[config.mk]
export PLATFORM = sky130hd
export DESIGN_NAME = metaball_scan_ctrl
export DESIGN_NICKNAME = d
export VERILOG_FILES = /design/src/rtl/lava_pkg.sv /design/src/rtl/field_sum.sv /design/src/rtl/metaball_scan_ctrl.sv
export SDC_FILE = /design/constraint.sdc
export NUM_CORES = 1
export LEC_CHECK = 0
export CORE_ASPECT_RATIO = 0.6
export CORE_MARGIN = 1
export CORE_UTILIZATION = 52
export CTS_CLUSTER_SIZE = 12
export DETAILED_ROUTE_END_ITERATION = 10
export PLACE_DENSITY = 0.87
export SYNTH_ARGS = -nofsm -noshare
export SYNTH_HDL_FRONTEND = slang
export SYNTH_SLANG_ARGS = --single-unit
[constraint.sdc]
create_clock -name clk -period 6 [get_ports clk]
set_clock_uncertainty 0.1 [all_clocks]
set_input_delay 0.6 -clock clk [delete_from_list [all_inputs] [get_ports clk]]
set_output_delay 0.6 -clock clk [all_outputs]
set_load 0.02 [all_outputs]
[src/rtl/lava_pkg.sv]
// Shared types for the lava-lamp renderer: Q17.15 field values, the unit
// coordinate step and the pixel-scan controller state encoding.
package lava_pkg;

    typedef logic [31:0] fx_t;

    localparam fx_t FX_ONE  = 32'h0000_8000;
    localparam fx_t FX_STEP = FX_ONE;

    typedef enum logic [2:0] {
        IDLE,
        ISSUE,
        WAIT,
        WRITE,
        DONE
    } scan_state_t;

    // Clamp a field value to a 4-bit intensity.
    function automatic logic [3:0] sat4(input fx_t v);
        return (|v[31:4]) ? 4'hf : v[3:0];
    endfunction

endpackage

[src/rtl/field_sum.sv]
// Registered saturating adder for N unsigned Q17.15 field values.
// The load enable lets the controller capture the balls only when all of
// them hold fresh results; the output then stays stable for the compare.
module field_sum
    import lava_pkg::*;
#(
    parameter int N = 3
) (
    input  logic           clk,
    input  logic           rst_n,
    input  logic           en,
    input  logic [32*N-1:0] din,
    output fx_t            sum
);

    // One guard bit minimum so the overflow slice is never empty for N == 1.
    localparam int EXT   = (N > 1) ? $clog2(N) : 1;
    localparam int SUM_W = 32 + EXT;

    logic [SUM_W-1:0] term [N];
    logic [SUM_W-1:0] total;
    fx_t              sat;
    fx_t              sum_reg;

    generate
        for (genvar gi = 0; gi < N; gi++) begin : g_term
            assign term[gi] = {{EXT{1'b0}}, din[32*gi +: 32]};
        end
    endgenerate

    // Wide unsigned sum, clamped to all-ones on any carry out of 32 bits.
    always_comb begin
        total = '0;
        for (int i = 0; i < N; i++) begin
            total = total + term[i];
        end
        sat = (|total[SUM_W-1:32]) ? 32'hffff_ffff : total[31:0];
    end

    // Capture the clamped sum when the controller samples the balls.
    always_ff @(posedge clk or negedge rst_n) begin
        if (!rst_n) begin
            sum_reg <= '0;
        end else if (en) begin
            sum_reg <= sat;
        end
    end

    assign sum = sum_reg;

endmodule

[src/rtl/metaball_scan_ctrl.sv]
// Pixel-scan / compositing controller: walks every display pixel (y inner,
// x outer), strobes the metaball units, sums their fields, thresholds the
// sum and writes a colour into the top/bottom half buffers, then pulses
// swap at frame end. One extra frame request may queue while rendering.
module metaball_scan_ctrl
    import lava_pkg::*;
#(
    parameter int N_BALLS   = 3,
    parameter int W_PX      = 32,
    parameter int H_PX      = 64,
    parameter int ADDR_W    = 10,
    parameter int SHADE_LSB = 13
) (
    input  logic                  clk,
    input  logic                  rst_n,
    input  logic                  frame_go,
    input  logic                  mode,
    input  logic [31:0]           thresh,
    input  logic [N_BALLS-1:0]    mb_vld,
    input  logic [32*N_BALLS-1:0] mb_out,
    output logic                  px_stb,
    output logic [31:0]           p_x,
    output logic [31:0]           p_y,
    output logic [ADDR_W:0]       rom_addr,
    input  logic [11:0]           rom_dout,
    output logic                  w_en_top,
    output logic                  w_en_btm,
    output logic [ADDR_W-1:0]     w_addr,
    output logic [11:0]           din,
    output logic                  swap_en,
    output logic                  busy,
    output logic                  frame_miss
);

    localparam int IDX_W = ADDR_W + 1;
    localparam int X_W   = (W_PX > 1) ? $clog2(W_PX) : 1;
    localparam int Y_W   = (H_PX > 1) ? $clog2(H_PX) : 1;
    localparam logic [X_W-1:0] X_LAST = X_W'(W_PX - 1);
    localparam logic [Y_W-1:0] Y_LAST = Y_W'(H_PX - 1);

    scan_state_t      state_reg, state_next;
    logic [X_W-1:0]   x_reg;
    logic [Y_W-1:0]   y_reg;
    logic [IDX_W-1:0] idx;
    logic [IDX_W-1:0] rom_addr_reg;
    logic             pending_reg, miss_reg, busy_reg, mode_reg, skip_reg;
    fx_t              thresh_reg;
    fx_t              sum;
    logic             start, sample_en, last_px, pass;
    logic [3:0]       shade_q;
    logic [11:0]      colour;

    assign start     = (state_reg == IDLE) && (frame_go || pending_reg);
    // The vld levels of the previous pixel drop one cycle after the strobe,
    // so the first WAIT cycle is never trusted.
    assign sample_en = (state_reg == WAIT) && !skip_reg && (&mb_vld);
    assign last_px   = (x_reg == X_LAST) && (y_reg == Y_LAST);
    assign idx       = IDX_W'(int'(x_reg) * H_PX + int'(y_reg));

    field_sum #(.N(N_BALLS)) u_sum (
        .clk   (clk),
        .rst_n (rst_n),
        .en    (sample_en),
        .din   (mb_out),
        .sum   (sum)
    );

    // Threshold and colour selection from the registered sum.
    always_comb begin
        pass    = (sum >= thresh_reg);
        shade_q = sat4(sum >> SHADE_LSB);
        colour  = 12'h000;
        if (pass) begin
            colour = mode_reg ? {shade_q, shade_q, shade_q} : rom_dout;
        end
    end

    // State register.
    always_ff @(posedge clk or negedge rst_n) begin
        if (!rst_n) begin
            state_reg <= IDLE;
        end else begin
            state_reg <= state_next;
        end
    end

    // Next-state and per-state strobes.
    always_comb begin
        state_next = state_reg;
        px_stb     = 1'b0;
        w_en_top   = 1'b0;
        w_en_btm   = 1'b0;
        din        = 12'h000;
        swap_en    = 1'b0;
        case (state_reg)
            IDLE: begin
                if (start) state_next = ISSUE;
            end
            ISSUE: begin
                px_stb     = 1'b1;
                state_next = WAIT;
            end
            WAIT: begin
                if (sample_en) state_next = WRITE;
            end
            WRITE: begin
                w_en_top   = !idx[ADDR_W];
                w_en_btm   = idx[ADDR_W];
                din        = colour;
                state_next = last_px ? DONE : ISSUE;
            end
            DONE: begin
                swap_en    = 1'b1;
                state_next = IDLE;
            end
            default: state_next = IDLE;
        endcase
    end

    // Coordinate counters, ROM address and the stale-vld skip flag.
    always_ff @(posedge clk or negedge rst_n) begin
        if (!rst_n) begin
            x_reg        <= '0;
            y_reg        <= '0;
            rom_addr_reg <= '0;
            skip_reg     <= 1'b0;
        end else begin
            if (state_reg == ISSUE) begin
                rom_addr_reg <= idx;
                skip_reg     <= 1'b1;
            end
            if (state_reg == WAIT) begin
                skip_reg <= 1'b0;
            end
            if (state_reg == WRITE) begin
                if (y_reg == Y_LAST) begin
                    y_reg <= '0;
                    x_reg <= (x_reg == X_LAST) ? '0 : x_reg + 1'b1;
                end else begin
                    y_reg <= y_reg + 1'b1;
                end
            end
        end
    end

    // Frame start bookkeeping: busy, sampled mode/threshold, pending and miss.
    always_ff @(posedge clk or negedge rst_n) begin
        if (!rst_n) begin
            busy_reg    <= 1'b0;
            mode_reg    <= 1'b0;
            thresh_reg  <= '0;
            pending_reg <= 1'b0;
            miss_reg    <= 1'b0;
        end else begin
            if (state_reg == IDLE) begin
                if (frame_go && pending_reg) miss_reg <= 1'b1;
                if (start) begin
                    busy_reg    <= 1'b1;
                    mode_reg    <= mode;
                    thresh_reg  <= thresh;
                    pending_reg <= 1'b0;
                end
            end else if (frame_go) begin
                if (pending_reg) begin
                    miss_reg <= 1'b1;
                end else begin
                    pending_reg <= 1'b1;
                end
            end
            if (state_reg == DONE) begin
                busy_reg <= 1'b0;
            end
        end
    end

    assign p_x        = fx_t'(x_reg) * FX_STEP;
    assign p_y        = fx_t'(y_reg) * FX_STEP;
    assign rom_addr   = rom_addr_reg;
    assign w_addr     = idx[ADDR_W-1:0];
    assign busy       = busy_reg;
    assign frame_miss = miss_reg;

endmodule

==> flow_metrics.env <==
export IMPL_hold_violations=0
export IMPL_worst_slew_margin_relative_to_its_limit_pct=34.2
export IMPL_ys_warn_count=0
export IMPL_globalRouteOverflowTotal=0
export IMPL_setup_tns_final_ns=0
export IMPL_period_share_pct=94.3
export IMPL_die_w_um=165
export IMPL_groute_layer_met3_usage_pct=5.05
export IMPL_power_per_cell_area_mw_per_mm2=378
export IMPL_rsz0062_at_grt="no"
export IMPL_final_antenna_net_count=0
export IMPL_globalRouteMet2Util_pct=41.0
export IMPL_end_kind="flip-flop"
export IMPL_critPathKind="in -> reg"
export IMPL_worst_r2r_path_depth=4
export IMPL_timing_hold_worst_class="in -> async"
export IMPL_vias=7620
export IMPL_regToRegSetupSlack_ns=3.49
export IMPL_report_final_slew_viol_count=0
export IMPL_finalNetCount=1379
export IMPL_first_pass_grt_wire_length_um=34900
export IMPL_synth_cell_area_mm2=0.00827
export IMPL_grtUsageTotal_pct=26.3
export IMPL_clkSlewWorstSetupHoldPaths_ns=0.07
export IMPL_crit_cells=22
export IMPL_total_clock_buffers_created_by_cts=9
export IMPL_critical_path_cell_chain="clkdlybuf4s50_1 -> ha_1 -> a21oi_1 -> o21ai_1 -> and3_1 -> o41ai_2 -> o22ai_1 -> o31ai_1 -> o21ai_1 -> a21oi_1 -> xnor2_1 -> ha_1 -> a21o_1 -> a21o_1 -> a21o_1 -> a41oi_1 -> o21ai_0 -> a31o_1 -> and4b_4 -> o21ai_4 -> buf_4 -> o22a_1"
export IMPL_seq_total_area_yosys_pct=28.5
export IMPL_dp_final_hpwl_um=16900
export IMPL_crit_path_end="u_sum.sum[5]$_DFFE_PN0P_"
export IMPL_area_grow_syn2layout_pct=26.8
export IMPL_cells_after_synth=952
export IMPL_final_core_util_pct=67.8
export IMPL_yosys_register_bits=94
export IMPL_setup_viol=0
export IMPL_fp_coreArea_mm2=0.0155
export IMPL_insertedDiodeCount=0
export IMPL_postSynth_topFlopCell="sky130_fd_sc_hd__dfrtp_1"
export IMPL_dr_first_iter_drc_count=566
export IMPL_cts_max_path_buffers=2
export IMPL_clock_tree_from_tritoncts="done"
export IMPL_cts_repair_resized_insts=0
export IMPL_async_flop_share_pct=100
export IMPL_crit_required_ns=6.18
export IMPL_cts_sinks=94
export IMPL_die_area_mm2=0.0164
export IMPL_layout_common_cells="sky130_fd_sc_hd__clkdlybuf4s50_1 (195), sky130_fd_sc_hd__ha_1 (99), sky130_fd_sc_hd__dfrtp_1 (94)"
export IMPL_cts_htree_levels=3
export IMPL_path_common_cell="sky130_fd_sc_hd__a21o_1"
export IMPL_cell_row_count=35
export IMPL_vias_per_cell=5.69
export IMPL_mostFrequentLayoutCell="sky130_fd_sc_hd__clkdlybuf4s50_1"
export IMPL_portBuffers=196
export IMPL_cp_data_arrival_time_ns=5.83
export IMPL_worst_hold_slack_ns=0.00767
export IMPL_grt_max_degree=79
export IMPL_cpMaxStageDelayCell="sky130_fd_sc_hd__o41ai_2"
export IMPL_syn_area_per_cell_um2=8.68
export IMPL_placement_cell_area_mm2=0.0102
export IMPL_fin_crit_ns=5.66
export IMPL_ctsHoldBuffers=0
export IMPL_path_max_fanout=12
export IMPL_firstDrtPassIters=5
export IMPL_postCtsSetupRepairBufs=0
export IMPL_cp_start_kind="input pin"
export IMPL_startpoint="mb_out[8]"
export IMPL_totalWireLength_um=21500
export IMPL_design_portCount=250
export IMPL_die_height_um=99.7
export IMPL_synth_enable_flop_cells=0
export IMPL_delay_contributed_by_the_slowest_stage_of_the_critical_path_ns=0.44
export IMPL_leakage_power_summed_over_all_cells_uw=0.00468
export IMPL_drive_gt1_share_pct=5.63
export IMPL_starting_utilization_of_the_core_area_pct=53.5
export IMPL_busiest_layer="met2"
export IMPL_cp_num_buf_inv=2
export IMPL_run_status="complete, no violations"
export IMPL_max_slew_worst_pin_slew_ns=0.985
export IMPL_r2r_start="state_reg[0]$_DFFE_PN0P_"
export IMPL_max_fclk_mhz=177
export IMPL_clock_latency_ns=0.34
export IMPL_ys_types=69
export IMPL_clock_root_buffer="sky130_fd_sc_hd__clkbuf_16"
export IMPL_groute_layer_met1_usage_pct=38.6
export IMPL_gp_congestion=0.896
export IMPL_wire_per_inst_um=16.1
export IMPL_finalInstanceArea_mm2=0.0105
export IMPL_initial_antenna_violation_count=0
export IMPL_first_global_vias=7234
export IMPL_maxCapViolations=0
export IMPL_worstReg2RegEnd="thresh_reg[0]$_DFFE_PN0P_"
export IMPL_route_detailed_drc=0
export IMPL_max_vdd_ir_drop_uv=210
export IMPL_timing_critical_path_max_delay_family="compound AO/OA/AOI/OAI gates"
-- worst min path at each step --
stage	start	slack, ns	endpoint	cells after the start
CTS	rst_n	0.01	pending_reg$_DFFE_PN0P_	1
detailed placement	frame_miss$_DFFE_PN0P_	0.35	frame_miss$_DFFE_PN0P_	1
floorplan	rst_n	0.20	busy$_DFFE_PN0P_	0
global route	rst_n	0.01	rom_addr[0]$_DFFE_PN0P_	1
global placement	frame_miss$_DFFE_PN0P_	0.34	frame_miss$_DFFE_PN0P_	1
finish	rst_n	0.008	busy$_DFFE_PN0P_	1
-- kinds of logic after synthesis --
logic type	after synthesis	synth area share, %
flip-flops	94	28.5
buffers and inverters	141	9.56
adder cells (fa/ha/maj)	101	15.5
XOR/XNOR	58	6.14
multiplexers	17	2.30
AND/OR/NAND/NOR	260	15.5
other	1	0.0454
AO/OA/AOI/OAI	280	22.6
-- per-layer routing --
metal,share of wire [%],wire (um)
met1,48,10300
met2,44,9420
met3,7.3,1580
met4,0.87,188
met5,0,0
-- Yosys cell counts, types with 7 or more instances --
cell type                   n  area [um^2]
sky130_fd_sc_hd__buf_4     63          473
sky130_fd_sc_hd__nor2b_1    7         43.8
sky130_fd_sc_hd__xor2_1    19          166
sky130_fd_sc_hd__a21o_1    38          285
sky130_fd_sc_hd__clkbuf_1  19         71.3
sky130_fd_sc_hd__and3_1    10         62.6
sky130_fd_sc_hd__nand2_1   79          297
sky130_fd_sc_hd__o21ai_1    8         40.0
sky130_fd_sc_hd__o22a_1    32          280
sky130_fd_sc_hd__mux2_2    16          180
sky130_fd_sc_hd__nand2b_1  14         87.6
sky130_fd_sc_hd__a211oi_1  10         75.1
sky130_fd_sc_hd__ha_1      99         1240
sky130_fd_sc_hd__nand3_1   23          115
sky130_fd_sc_hd__inv_1     51          191
sky130_fd_sc_hd__nor4_1    17          106
sky130_fd_sc_hd__xnor2_1   39          342
sky130_fd_sc_hd__o21bai_1   8         60.1
sky130_fd_sc_hd__nor2_1    54          203
sky130_fd_sc_hd__a21oi_1   56          280
sky130_fd_sc_hd__a31oi_1   10         62.6
sky130_fd_sc_hd__dfrtp_1   94         2350
sky130_fd_sc_hd__o21ai_0   76          380
sky130_fd_sc_hd__nand4_1   18          113
sky130_fd_sc_hd__nor3_1    18         90.1
-- layout make-up --
type	count	area (um^2)
clock inverter	5	81.3
inverter	51	191
fill	1281	4970
sequential	94	2350
timing repair buffer	205	2030
tap	203	254
clock buffer	11	243
multi-input combinational	770	5340
-- power by group --
part           switching [uW]  internal (uW)
registers                 200            897
logic                    1230           1020
clock network             238            377
-- per-stage QoR --
step / worst slack (ns) / total power (uW) / std cells
3_3_place_gp: 0.182 / 3210 / 1322
5_1_grt: 0.109 / 4290 / 1339
6_report: 0.344 / 3960 / 1339
2_1_floorplan: 1.26 / 2650 / 1004
4_1_cts: 0.323 / 3950 / 1338
3_5_place_dp: 0.0206 / 3300 / 1322
-- worst reg2reg max path, delay by kind of cell (launching register included) --
| family | cells | cell delay [ns] |
|---|---|---|
| buf+inv | 1 | 0.39 |
| mux | 1 | 0.36 |
| flops | 1 | 0.49 |
| simple gates | 2 | 1.05 |
(Power assumes the default switching activity.)
